### src/rtl/rdg_pkg.sv
// Shared types and helpers for the random digit generator.
package rdg_pkg;

  typedef enum logic [1:0] {
    IDLE = 2'd0,
    GEN  = 2'd1,
    DONE = 2'd2
  } rdg_state_t;

  // Maximal-length Galois mask for an 8-bit register.
  localparam logic [7:0] RDG_DEFAULT_POLY = 8'hB8;

  function automatic int rdgIdxWidth(input int numDigits);
    return (numDigits <= 1) ? 1 : $clog2(numDigits);
  endfunction

endpackage

### src/rtl/random_digit_gen_lfsr.sv
// Galois LFSR with synchronous load and a guard that never lets the register hold zero.
module lfsr_galois
  import rdg_pkg::*;
#(
  parameter int                LFSR_W = 8,
  parameter logic [LFSR_W-1:0] POLY   = LFSR_W'(RDG_DEFAULT_POLY)
) (
  input  logic              clk,
  input  logic              rst,
  input  logic              load,
  input  logic [LFSR_W-1:0] load_val,
  input  logic              step,
  output logic [LFSR_W-1:0] q
);

  logic [LFSR_W-1:0] r_q;
  logic [LFSR_W-1:0] w_stepVal;
  logic [LFSR_W-1:0] w_loadVal;

  always_comb begin
    w_stepVal = (r_q >> 1) ^ (r_q[0] ? POLY : '0);
  end

  // An all-zero seed would lock the register up, so it is replaced by 1.
  always_comb begin
    w_loadVal = (load_val == '0) ? LFSR_W'(1) : load_val;
  end

  always_ff @(posedge clk or posedge rst) begin
    if (rst) begin
      r_q <= LFSR_W'(1);
    end else if (load) begin
      r_q <= w_loadVal;
    end else if (step) begin
      r_q <= w_stepVal;
    end
  end

  assign q = r_q;

endmodule

### src/rtl/random_digit_gen.sv
// Fills a bank of NUM_DIGITS pseudo-random digits, one candidate per clock,
// optionally rejecting repeats within a run.
module random_digit_gen
  import rdg_pkg::*;
#(
  parameter int                NUM_DIGITS = 5,
  parameter int                DIGIT_W    = 3,
  parameter int                LFSR_W     = 8,
  parameter logic [LFSR_W-1:0] POLY       = LFSR_W'(RDG_DEFAULT_POLY),
  parameter bit                UNIQUE     = 1'b0,
  localparam int               IDX_W      = rdgIdxWidth(NUM_DIGITS)
) (
  input  logic                          clk,
  input  logic                          rst,
  input  logic                          start_i,
  input  logic                          use_seed_i,
  input  logic [LFSR_W-1:0]             seed_i,
  output logic [NUM_DIGITS*DIGIT_W-1:0] digits_o,
  output logic                          wr_valid_o,
  output logic [IDX_W-1:0]              wr_addr_o,
  output logic [DIGIT_W-1:0]            wr_data_o,
  output logic                          busy_o,
  output logic                          done_o
);

  generate
    if (NUM_DIGITS < 1) begin : g_errNumDigits
      $error("random_digit_gen: NUM_DIGITS must be at least 1");
    end
    if (LFSR_W < DIGIT_W) begin : g_errLfsrWidth
      $error("random_digit_gen: LFSR_W must be at least DIGIT_W");
    end
    if (UNIQUE && (NUM_DIGITS > (1 << DIGIT_W))) begin : g_errUnique
      $error("random_digit_gen: UNIQUE needs NUM_DIGITS <= 2**DIGIT_W");
    end
  endgenerate

  rdg_state_t r_state;
  rdg_state_t w_nextState;

  logic [LFSR_W-1:0]             r_entropy;
  logic [IDX_W-1:0]              r_idx;
  logic [NUM_DIGITS*DIGIT_W-1:0] r_digits;
  logic                          r_wrValid;
  logic [IDX_W-1:0]              r_wrAddr;
  logic [DIGIT_W-1:0]            r_wrData;
  logic                          r_busy;
  logic                          r_done;

  logic [LFSR_W-1:0]  w_lfsrQ;
  logic [LFSR_W-1:0]  w_seed;
  logic [DIGIT_W-1:0] w_cand;
  logic               w_startAcc;
  logic               w_lfsrLoad;
  logic               w_lfsrStep;
  logic               w_dup;
  logic               w_accept;
  logic               w_last;

  lfsr_galois #(
    .LFSR_W (LFSR_W),
    .POLY   (POLY)
  ) u_lfsr (
    .clk      (clk),
    .rst      (rst),
    .load     (w_lfsrLoad),
    .load_val (w_seed),
    .step     (w_lfsrStep),
    .q        (w_lfsrQ)
  );

  assign w_cand = w_lfsrQ[DIGIT_W-1:0];

  generate
    if (LFSR_W > DIGIT_W) begin : g_lfsrHi
      logic w_unusedLfsrHi;
      assign w_unusedLfsrHi = ^w_lfsrQ[LFSR_W-1:DIGIT_W];
    end
  endgenerate

  // Free-running seed source; it keeps counting through GEN as well.
  always_ff @(posedge clk or posedge rst) begin
    if (rst) begin
      r_entropy <= '0;
    end else begin
      r_entropy <= r_entropy + LFSR_W'(1);
    end
  end

  always_ff @(posedge clk or posedge rst) begin
    if (rst) begin
      r_state <= IDLE;
    end else begin
      r_state <= w_nextState;
    end
  end

  always_comb begin
    w_nextState = r_state;
    unique case (r_state)
      IDLE:    if (start_i) w_nextState = GEN;
      GEN:     if (w_accept && w_last) w_nextState = DONE;
      DONE:    if (start_i) w_nextState = GEN;
      default: w_nextState = IDLE;
    endcase
  end

  // Only digits already written in this run take part in the repeat check.
  always_comb begin
    w_dup = 1'b0;
    for (int i = 0; i < NUM_DIGITS; i++) begin
      if ((i < int'(r_idx)) && (r_digits[i*DIGIT_W +: DIGIT_W] == w_cand)) begin
        w_dup = 1'b1;
      end
    end
  end

  always_comb begin
    w_startAcc = start_i && ((r_state == IDLE) || (r_state == DONE));
    w_lfsrLoad = w_startAcc;
    w_lfsrStep = (r_state == GEN);
    w_seed     = use_seed_i ? seed_i : r_entropy;
    w_accept   = (r_state == GEN) && !(UNIQUE && w_dup);
    w_last     = (r_idx == IDX_W'(NUM_DIGITS - 1));
  end

  always_ff @(posedge clk or posedge rst) begin
    if (rst) begin
      r_idx     <= '0;
      r_digits  <= '0;
      r_wrValid <= 1'b0;
      r_wrAddr  <= '0;
      r_wrData  <= '0;
      r_busy    <= 1'b0;
      r_done    <= 1'b0;
    end else begin
      r_wrValid <= w_accept;
      r_busy    <= (w_nextState == GEN);
      r_done    <= (w_nextState == DONE);
      if (w_startAcc) begin
        r_idx <= '0;
      end else if (w_accept) begin
        r_digits[int'(r_idx)*DIGIT_W +: DIGIT_W] <= w_cand;
        r_wrAddr <= r_idx;
        r_wrData <= w_cand;
        if (!w_last) begin
          r_idx <= r_idx + IDX_W'(1);
        end
      end
    end
  end

  assign digits_o   = r_digits;
  assign wr_valid_o = r_wrValid;
  assign wr_addr_o  = r_wrAddr;
  assign wr_data_o  = r_wrData;
  assign busy_o     = r_busy;
  assign done_o     = r_done;

endmodule

### config.mk
export PLATFORM = sky130hd
export DESIGN_NAME = random_digit_gen
export DESIGN_NICKNAME = d
export VERILOG_FILES = /design/src/rtl/rdg_pkg.sv /design/src/rtl/random_digit_gen_lfsr.sv /design/src/rtl/random_digit_gen.sv
export SDC_FILE = /design/constraint.sdc
export NUM_CORES = 1
export LEC_CHECK = 0
export CAP_MARGIN = 10
export CORE_MARGIN = 8
export CORE_UTILIZATION = 60
export CTS_CLUSTER_DIAMETER = 100
export DETAILED_ROUTE_END_ITERATION = 6
export DONT_BUFFER_PORTS = 1
export HOLD_SLACK_MARGIN = 0.03
export PLACE_DENSITY = 0.83
export SYNTH_ARGS = -nofsm -noshare
export SYNTH_HDL_FRONTEND = slang
export SYNTH_SLANG_ARGS = --single-unit
### constraint.sdc
create_clock -name clk -period 4.7 [get_ports clk]
set_input_delay 0.47 -clock clk [delete_from_list [all_inputs] [get_ports clk]]
set_output_delay 0.47 -clock clk [all_outputs]
set_load 0.01 [all_outputs]
# Word-level counts from Yosys, hierarchy flattened
# Cells that the tools add are included.
# word_totals
inputBits	12
wordCells	45
reg_bits	45
n_memories	0
ram_bits	0
romBits	0
latchBits	0
# classes
add_sub_neg	3
n_mux	12
n_eq_ne	6
reduce_logical	9
mul	1
bitwise	2
n_lt_le_gt_ge	0
shift	2
div	0
# op_table
operator	n
two-way mux 8 bit	5
negator 5 -> 33 bit	1
variable shift 3 x 33 -> 15 bit, first input constant	1
variable part select 3 x 33 -> 15 bit	1
bitwise mux 15 bit	1
two-way mux 3 bit	3
adder 8 x 1 -> 8 bit, second input constant	1
zero test 8 bit	1
XOR 7 x 8 -> 8 bit	1
multiplier 3 x 2 -> 5 bit, second input constant	1
== test 2 x 1 -> 1 bit, second input constant	2
== test 2 bit, second input constant	2
two-way mux 2 bit	2
one-hot mux 2 bit (2 select lines)	1
AND reduction 2 bit	2
adder 3 x 1 -> 3 bit, second input constant	1
== test 3 bit, second input constant	1
logical AND 1 bit	2
zero test 2 bit	1
inequality test 2 x 1 -> 1 bit, second input constant	1
nonzero test 2 bit	1
OR reduction 2 bit	1
logical OR 1 bit	1
NOT 1 bit	1

# Longest topological paths before layout
# Gate-level depths: netlist of the first run.
# depth
ltp_word	5
ltp_mapped	6
depth_no_buf	6

# Cells and area by module
# From an unflattened synthesis of the first run, not the netlist that was laid out.
# hier_totals
cells_unflattened	183
area_unflattened_um2	2104.5
# modules_own_cells
module	n_inst	cells_each	seq_area_each_um2	area_per_inst_um2
random_digit_gen	1	142	925.9	1694.1
lfsr_galois	1	41	201.4	410.4

# Least setup slack after synthesis of the first run
# Ideal clock, no wire load.
# synth_path
path_kind	flip-flop to flip-flop
start	register r_idx[0]
end	register r_digits[6] (netlist: digits_o[6])
slack_ns	2.828
path_buffers	0
path_stages_with_launch	7
t_arrival_ns	1.806
setup_ns	0.066
path_cell_list	dfrtp_1 -> inv_1 -> ha_1 -> ha_1 -> nand4bb_1 -> nor4b_2 -> a22o_1
# synth_between
elab_chain_cells	4
elab_cells_between_ends	5
classes_between	add/sub: 1; mul: 1; shift: 2; mux: 1
# synth_rtl
element	line_no	rtl
start: declaration	random_digit_gen.sv:42	logic [IDX_W-1:0] r_idx;
start signal: assignment	random_digit_gen.sv:147	r_idx <= r_idx + IDX_W'(1);
multiplier 3 x 2 -> 5 bit *	random_digit_gen.sv:143	r_digits[int'(r_idx)*DIGIT_W +: DIGIT_W] <= w_cand;
negator 5 -> 33 bit *	random_digit_gen.sv:143	
variable part select 3 x 33 -> 15 bit or variable shift 3 x 33 -> 15 bit (tied branches)	random_digit_gen.sv:143	
bitwise mux 15 bit *	random_digit_gen.sv:143	
end signal: indexed assignment	random_digit_gen.sv:143	
end: declaration	random_digit_gen.sv:43	logic [NUM_DIGITS*DIGIT_W-1:0] r_digits;
# Mark *: on every way between the ends. The rest lies on a longest branch, timed or not.
# A chain may end at the register's enable or synchronous reset.

# Final worst setup path of the first run
# layout_path
start	register r_idx[0]
end	register r_digits[7] (netlist: digits_o[7])
# Same word-level chain as after synthesis.

==> impl_metrics.yaml, run 1 <==
cts:
  cts-hold-fix-buffers: 0
  path_clk_slew_ps: 130
  insertion_delay_ps: 360
  cts_max_path_buffers: 2
  cts-htree-levels: 2
  cts_made_buffers: 5
  cts-resized-gates: 0
  cts_setup_buffers: 0
  cts_root_buffer: "clkbuf_4"
  cts_tree: "yes"
  cts.sinks: 45
yosys:
  syn-num-nets: 195
  seq_area_frac_synth_pct: 53.09
  synth_edf_count: 0
  synth.area.top_cells: "dfrtp_1 52%, mux2_4 4.2%, ha_1 4.1%"
  syn_area_per_cell_um2: 12.06
  ys.flop_type: "dfrtp_1"
  synthTopCellsByCount: "44 x dfrtp_1, 15 x nand2_1, 12 x nor2_1"
  netlist_area_mm2: 0.002123
  yosysMostFrequentCell: "dfrtp_1"
  async_reset_ff_share_pct: 100.0
  synth-seq-cells: 45
  synth_top_cell_by_area: "dfrtp_1"
  synth_top_area_share_pct: 51.86
  yosys_warnings: 0
  synthCells: 176
  synthDistinctLibCells: 43
power:
  p_per_area_mw_per_mm2: 655.8
  p_sw_mw: 0.5712
  p_leak_nw: 1.047
  p_total_mw: 1.470
  p_int_mw: 0.8992
  netSwitchingFraction_pct: 38.85
  ir_worst_vdd_mv: 0.4112
  p_comb_share_pct: 33.3
  clock_power_share_pct: 16.8
  seqPwrFrac_pct: 49.9
drt:
  drtIter0Drc: 78
  first_pass_iters: 4
  via_count: 1339
  wl_mm: 4.024
  route.antenna.remaining_nets: 0
  viasPerCell: 5.925
  avgRoutedWirePerCell_um: 17.81
  drc_errors: 0
critical_path:
  path_max_fanout: 11
  end_kind: "register"
  r2r_slack_ps: 2560
  critical_path_class: "reg -> reg"
  cp-start-kind: "register"
  critPathSlowestCell: "dfrtp_1"
  cp.required_ps: 5000
  slowest_delay_ps: 560
  r2r_cells: 6
  cp_cell_sequence: "inv_1 > ha_1 > ha_1 > nand4bb_1 > nor4b_2 > a22o_1"
  worstPathArrival_ps: 2440
  crit_top_cell: "ha_1"
placement:
  placed_cells: 218
  hpwlAfterDp_mm: 2.919
  gp_congestion: 0.9152
  port_buffers: 0
grt:
  grt-ovfl-total: 0
  grt_pass1_wl_mm: 6.665
  antenna_found_initial: 0
  grt_pass1_vias: 1365
  track_usage_pct: 15.50
  grt_max_degree: 46
layout:
  drive_gt1_share_pct: 14.44
  fillers: 274
  area_delta_synth_final_pct: 5.598
  final-instance-count-excl-fill: 226
  final_nets: 198
  n_antenna_cell: 0
sta:
  rsz0062_at_grt: "no"
  fmax_mhz: 467.0
  drv_slew: 0
  period_share_pct: 45.56
  hold_violations: 0
  slew_headroom_pct: 63.70
  setup_viol: 0
  skew_ps: 17.37
  tightest_slew_ps: 544.5
  fin_crit_ps: 2141
  fin_setup_tns_ps: 0
floorplan:
  core_area_mm2: 0.003363
  die_w_um: 75.49
  rows: 21
  die-area_mm2: 0.005698
  die_height_um: 75.49
  start_util_pct: 63.13
  ios: 36
job:
  maxCapViolCount: 0
hold_path:
  hp-class: "in -> async"
run_status:
  outcome: "completed"
==> cells in the final DEF (no fill, tap or decap), types with 2 or more instances in the layout <==
cell and n:
and3_1 4, xnor2_1 5, nand3_1 5, a221o_1 7, ha_1 7, nand2b_1 3, mux2i_1 7, mux2_1 3
xor2_1 5, a22o_1 3, mux2_2 2, mux2_4 6, o211ai_1 2, dfrtp_1 44, nor2b_1 2, nor2_1 12
o21ai_0 7, inv_1 9, clkbuf_4 5, nor3_1 2, nand2_1 15
==> critical path: cells and delay by family (launching register included) <==
kind | cells | cell delay [ps]
and+or+nand+nor | 2 | 660
buffers and inverters | 1 | 130
AOI/OAI and AO/OA | 1 | 180
DFF | 1 | 560
adders and majority gates | 2 | 550
==> power by group through the flow <==
stage          Sequential (mW)  Combinational [mW]  Clock, mW
3_5_place_dp             0.746               0.493          0
3_3_place_gp             0.736               0.465          0
5_1_grt                  0.762               0.547      0.273
4_1_cts                  0.740               0.494      0.254
2_1_floorplan            0.677               0.450          0
6_report                 0.733               0.490      0.247
==> layout make-up <==
class                      instances  area, um^2  area share, %
clock buffer                       6       51.30          2.288
clock inverter                     2       37.54          1.674
inverter                          11       46.29          2.065
multi-input combinational        115       914.6          40.79
sequential                        45        1127          50.28
tap                               46       57.56          2.567
timing repair buffer               1       7.507         0.3348
==> sequential cells by signal, summed over array words and instances (netlist names) <==
register,count
u_lfsr.q,8
busy_o,1
wr_addr_o,3
r_state,2
r_entropy,8
r_idx,3
wr_data_o,3
done_o,1
wr_valid_o,1
digits_o,15
==> path summary, 6_finish.rpt <==
check / startpoint / endpoint
min: rst / wr_data_o[1]
max in group asynchronous: rst / r_entropy[1]
max reg2reg: r_idx[0] / digits_o[7]
max: r_idx[0] / digits_o[7]
min in group clk: start_i / r_state[1]
min reg2reg: r_entropy[0] / r_entropy[0]
==> stage by stage <==
stage | utilization, % | setup slack, ps | cell area (um^2) | hold WS, ps
6_report | 66.67 | 2559 | 2242 | 116.7
5_1_grt | 66.67 | 2432 | 2242 | 149.3
4_1_cts | 66.67 | 2564 | 2242 | 122.8
3_5_place_dp | 64.03 | 2595 | 2153 | 502.6
3_3_place_gp | 64.03 | 2744 | 2153 | 472.6
2_1_floorplan | - | 2828 | 2123 | 451.4
==> kinds of logic (layout without fill, tap and decap cells) <==
kind of cell	after synthesis	after routing	synth area share, %
AND/OR/NAND/NOR	56	56	15.14
flip-flops	45	45	53.09
AO/OA/AOI/OAI	24	24	9.488
multiplexers	18	18	10.19
buffers and inverters	16	20	3.830
XOR/XNOR	10	10	4.125
adder cells (fa/ha/maj)	7	7	4.125
==> routing by layer <==
metal / vias up / wire length, um / track usage, %
met3: 8 / 445 / 6.842
li1: 627 / - / -
met4: 0 / 65 / 5.970
met5: - / 0 / 0
met2: 49 / 1830 / 23.78
met1: 655 / 1683 / 18.70
No activity file was read; power rests on OpenSTA's default activity.
==> run 2, diff against run 1 <==
--- a/config.mk
+++ b/config.mk
@@ -5,14 +5,15 @@
 export SDC_FILE = /design/constraint.sdc
 export NUM_CORES = 1
 export LEC_CHECK = 0
+export ABC_AREA = 1
 export CAP_MARGIN = 10
 export CORE_MARGIN = 8
-export CORE_UTILIZATION = 60
+export CORE_UTILIZATION = 56
 export CTS_CLUSTER_DIAMETER = 100
 export DETAILED_ROUTE_END_ITERATION = 6
 export DONT_BUFFER_PORTS = 1
 export HOLD_SLACK_MARGIN = 0.03
-export PLACE_DENSITY = 0.83
+export PLACE_DENSITY = 0.81
 export SYNTH_ARGS = -nofsm -noshare
 export SYNTH_HDL_FRONTEND = slang
 export SYNTH_SLANG_ARGS = --single-unit
==> constraint.sdc (replaced) <==
create_clock -name clk -period 1.9 [get_ports clk]
set_input_delay 0.19 -clock clk [delete_from_list [all_inputs] [get_ports clk]]
set_output_delay 0.19 -clock clk [all_outputs]
set_load 0.01 [all_outputs]
==> impl_metrics.yaml, run 2 <==
floorplan:
  die-area_mm2: 0.005905
  core_area_mm2: 0.003606
  die_w_um: 76.85
  start_util_pct: 57.49
  ios: 36
  die_height_um: 76.85
  rows: 22
sta:
  slew_headroom_pct: 54.46
  period_share_pct: 93.14
  skew_ps: 8.208
  fmax_mhz: 565.1
  drv_slew: 0
  rsz0062_at_grt: "no"
  hold_violations: 0
  setup_viol: 0
  fin_setup_tns_ps: 0
  tightest_slew_ps: 678.9
  fin_crit_ps: 1770
yosys:
  ys.flop_type: "dfrtp_1"
  syn-num-nets: 250
  async_reset_ff_share_pct: 100.0
  yosysMostFrequentCell: "nand2_1"
  synth.area.top_cells: "dfrtp_1 53%, nand2_1 12%, o21ai_0 5.6%"
  seq_area_frac_synth_pct: 54.38
  synth_top_area_share_pct: 53.11
  synth_top_cell_by_area: "dfrtp_1"
  synth-seq-cells: 45
  synthDistinctLibCells: 23
  netlist_area_mm2: 0.002073
  synth_edf_count: 0
  synthCells: 231
  syn_area_per_cell_um2: 8.975
  synthTopCellsByCount: "68 x nand2_1, 44 x dfrtp_1, 23 x inv_1, 23 x o21ai_0, 12 x nand3_1"
  yosys_warnings: 0
power:
  p_leak_nw: 1.103
  p_per_area_mw_per_mm2: 1608
  ir_worst_vdd_mv: 0.6429
cts:
  cts_max_path_buffers: 2
  path_clk_slew_ps: 80
  cts.sinks: 45
  cts-resized-gates: 0
  cts_made_buffers: 5
  cts-htree-levels: 2
  cts_tree: "yes"
  insertion_delay_ps: 300
  cts_root_buffer: "clkbuf_8"
layout:
  area_delta_synth_final_pct: 7.544
  drive_gt1_share_pct: 7.595
  largest_reg_flops: 15
  final_cell_mix: "68 x nand2_1, 44 x dfrtp_1, 23 x o21ai_0, 22 x inv_1, 12 x nand3_1"
  fillers: 305
  utilization_pct: 61.83
  n_antenna_cell: 0
  final_nets: 255
  final_common_cell: "nand2_1"
grt:
  antenna_found_initial: 0
  track_usage_pct: 14.44
  grt_pass1_vias: 1481
  grt_max_degree: 28
  grt_pass1_wl_mm: 6.844
  grt-ovfl-total: 0
drt:
  first_pass_iters: 5
  wl_mm: 4.029
  viasPerCell: 5.256
  drc_errors: 0
  route.antenna.remaining_nets: 0
  avgRoutedWirePerCell_um: 14.14
  drtIter0Drc: 80
  via_count: 1498
placement:
  port_buffers: 0
  hpwlAfterDp_mm: 2.982
  gp_congestion: 0.8200
critical_path:
  cp.required_ps: 2080
  end_kind: "register"
  worstPathArrival_ps: 1950
  cp-start-kind: "register"
  critical_path_class: "reg -> reg"
  path_max_fanout: 7
run_status:
  outcome: "completed"
hold_path:
  hp-class: "in -> reg"
job:
  maxCapViolCount: 0
## run 2: path summary, 6_finish.rpt
path                               from            to  slack (ps)  cells past startpoint
max                            r_idx[1]   digits_o[1]         130                      6
min                          use_seed_i   u_lfsr.q[5]         120                      3
max reg2reg                    r_idx[1]   digits_o[1]         130                      6
min reg2reg                r_entropy[0]  r_entropy[0]         470                      1
max in group asynchronous           rst   u_lfsr.q[0]         970                      3
min in group asynchronous           rst    wr_valid_o         350                      2
## run 2: metrics by stage
step,hold slack [ps],area [um^2],cells,total power [mW],setup WS [ps]
global placement,123.5,2120,275,2.957,285.3
finish,121.2,2230,285,3.586,130.4
CTS,114.1,2230,285,3.622,112.6
floorplan,297.3,2073,231,2.728,248.5
global route,145.1,2230,285,3.884,7.724
detailed placement,124.0,2120,275,3.009,128.7
## run 2: cells by family (layout without fill, tap and decap cells)
| family | Yosys count | count (layout) | synth area share (%) |
|---|---|---|---|
| flip-flops | 45 | 45 | 54.38 |
| XOR/XNOR | 6 | 6 | 2.535 |
| adder cells (fa/ha/maj) | 7 | 7 | 4.224 |
| buffers and inverters | 33 | 39 | 7.000 |
| AND/OR/NAND/NOR | 96 | 96 | 20.16 |
| AO/OA/AOI/OAI | 44 | 44 | 11.71 |
## run 2: routing by layer
layer	GRT usage [%]	vias to the layer above	share of wire (%)
met3	6.294	8	7.0
li1	-	757	-
met1	16.93	696	46
met2	21.58	37	45
met5	0	-	0
met4	8.077	0	2.1
## run 2: area by class of cell
class / instances / area [um^2] / area share (%)
well taps: 48 / 60.06 / 2.694
multi-input cells: 153 / 800.8 / 35.91
inverters: 27 / 103.9 / 4.658
repair buffers: 4 / 47.55 / 2.132
flip-flops and latches: 45 / 1127 / 50.56
clock buffers: 8 / 90.09 / 4.040
## run 2: power by group
group | total [mW] | internal, mW | switching (mW)
registers | 1.71 | 1.33 | 0.378
logic | 1.27 | 0.418 | 0.850
clock network | 0.607 | 0.297 | 0.310
## run 2: critical path: stages, from the launching register on
cell	delay [ps]
dfrtp_1	430
inv_1	130
ha_1	380
inv_1	190
nand3_1	210
o21ai_0	210
o21ai_1	90
## run 2: what timing repair did
item	4_1_cts	5_1_grt
endpoints found under the hold margin	20	0
hold buffers	2	0
setup buffers	0	0
==> run 3, diff against run 2 <==
--- a/config.mk
+++ b/config.mk
@@ -8,12 +8,12 @@
 export ABC_AREA = 1
 export CAP_MARGIN = 10
 export CORE_MARGIN = 8
-export CORE_UTILIZATION = 56
+export CORE_UTILIZATION = 60
 export CTS_CLUSTER_DIAMETER = 100
 export DETAILED_ROUTE_END_ITERATION = 6
 export DONT_BUFFER_PORTS = 1
 export HOLD_SLACK_MARGIN = 0.03
-export PLACE_DENSITY = 0.81
+export PLACE_DENSITY = 0.83
 export SYNTH_ARGS = -nofsm -noshare
 export SYNTH_HDL_FRONTEND = slang
 export SYNTH_SLANG_ARGS = --single-unit
==> constraint.sdc (replaced) <==
create_clock -name clk -period 2.1 [get_ports clk]
set_input_delay 0.21 -clock clk [delete_from_list [all_inputs] [get_ports clk]]
set_output_delay 0.21 -clock clk [all_outputs]
set_load 0.01 [all_outputs]
==> impl_metrics.yaml, run 3 (synthesis results as in run 2) <==
run_status:
  outcome: "completed"
cts:
  cts.sinks: 45
  cts-htree-levels: 2
  cts_root_buffer: "clkbuf_4"
  cts-resized-gates: 0
  cts_made_buffers: 5
  insertion_delay_ps: 360
  path_clk_slew_ps: 130
  cts_tree: "yes"
  cts_setup_buffers: 0
  cts_max_path_buffers: 2
layout:
  final_nets: 256
  area_delta_synth_final_pct: 6.518
  utilization_pct: 66.18
  n_antenna_cell: 0
  final_area_mm2: 0.002208
  largest_reg_flops: 15
  final_common_cell: "nand2_1"
  final_cell_mix: "68 x nand2_1, 44 x dfrtp_1, 23 x o21ai_0, 22 x inv_1, 12 x nand3_1"
  drive_gt1_share_pct: 8.403
hold_path:
  min_to: "u_lfsr.q[5]"
  hp-class: "in -> reg"
  min_from: "use_seed_i"
  hold_path_depth: 3
floorplan:
  die_w_um: 74.78
  die_height_um: 74.78
  start_util_pct: 62.13
  die-area_mm2: 0.005592
  ios: 36
  rows: 21
  core_area_mm2: 0.003337
critical_path:
  path_max_fanout: 7
  r2r_cells: 6
  critPathSlowestCell: "dfrtp_1"
  r2r_start: "r_idx[1]"
  crit_top_cell: "inv_1"
  worstPathArrival_ps: 2010
  worstReg2RegEnd: "digits_o[1]"
  cp-start-kind: "register"
  slowest_delay_ps: 430
  crit_buf_inv: 2
  r2r_slack_ps: 340
  cp_cell_sequence: "inv_1 > ha_1 > inv_1 > nand3_1 > o21ai_0 > o21ai_1"
  critPathTopFamily: "flip-flops"
  cp.required_ps: 2360
  end_kind: "register"
  critical_path_class: "reg -> reg"
drt:
  drtIter0Drc: 104
  avgRoutedWirePerCell_um: 14.42
  wl_mm: 4.095
  first_pass_iters: 4
  drc_errors: 0
  route.antenna.remaining_nets: 0
  via_count: 1522
  viasPerCell: 5.359
placement:
  hpwlAfterDp_mm: 3.018
  dpl-instance-area_mm2: 0.002112
  gp_congestion: 0.8600
  port_buffers: 0
power:
  p_leak_nw: 1.100
  ir_worst_vdd_mv: 0.5813
  p_per_area_mw_per_mm2: 1465
sta:
  rsz0062_at_grt: "no"
  fmax_mhz: 569.7
  period_share_pct: 83.59
  setup_viol: 0
  fin_setup_tns_ps: 0
  skew_ps: 12.75
  slew_headroom_pct: 77.42
  hold_violations: 0
  fin_crit_ps: 1755
  drv_slew: 0
  tightest_slew_ps: 337.9
grt:
  grt_pass1_vias: 1438
  antenna_found_initial: 0
  grt-ovfl-total: 0
  track_usage_pct: 15.64
  grt_pass1_wl_mm: 6.603
  grt_max_degree: 27
job:
  maxCapViolCount: 0
## run 3: changes by cell type in the layout (fill, tap and decap cells not counted), sizes merged
| cell | before | now |
|---|---|---|
| buf | 2 | 3 |
| bufinv | 0 | 1 |
| clkbuf | 8 | 6 |
| clkinv | 1 | 2 |
## run 3: worst max-delay path by stage
stage | start | to | depth (start not counted)
2_1_floorplan | r_idx[0] | digits_o[12] | 8
3_3_place_gp | r_idx[1] | digits_o[13] | 7
3_5_place_dp | r_idx[1] | digits_o[1] | 6
4_1_cts | r_idx[1] | digits_o[1] | 6
5_1_grt | r_idx[1] | digits_o[13] | 6
6_report | r_idx[1] | digits_o[1] | 6
## run 3: layout make-up
cell class / instances / area, um^2
flip-flops and latches: 45 / 1127
multi-input cells: 153 / 800.8
well taps: 46 / 57.56
repair buffers: 5 / 42.54
fillers: 273 / 1129
clock inverters: 2 / 35.03
inverters: 27 / 103.9
clock buffers: 6 / 41.29
## run 3: tightest hold or removal path, stage by stage
cell      delay, ps
nand2_1          30
nand2_1          80
o211ai_1         80
## run 3: per-stage QoR
step | worst slack (ps) | hold slack (ps) | power (mW) | cells
after floorplan | 448.5 | 317.3 | 2.468 | 231
after global placement | 493.3 | 140.1 | 2.681 | 274
after detailed placement | 353.4 | 151.0 | 2.725 | 274
after CTS | 342.9 | 71.07 | 3.243 | 284
after global routing | 158.0 | 77.69 | 3.487 | 284
final | 344.6 | 85.61 | 3.235 | 284
## run 3: report_power, final
group | internal (mW) | leakage [nW] | total (mW) | switching (mW)
clock | 0.250 | 0.0422 | 0.522 | 0.272
combinational | 0.373 | 0.500 | 1.16 | 0.782
sequential | 1.20 | 0.558 | 1.56 | 0.354
total | 1.83 | 1.10 | 3.23 | 1.41
## run 3: routing by layer
metal | up-vias | track usage, % | part of all wire [%]
met4 | 0 | 6.522 | 1.1
met3 | 4 | 6.258 | 8.4
met5 | - | 0 | 0
li1 | 756 | - | -
met2 | 45 | 24.49 | 45
met1 | 717 | 18.65 | 45
## run 3: what timing repair did
action,4_1_cts,5_1_grt
endpoints found under the setup margin,0,0
hold buffers,2,0
endpoints found under the hold margin,46,0
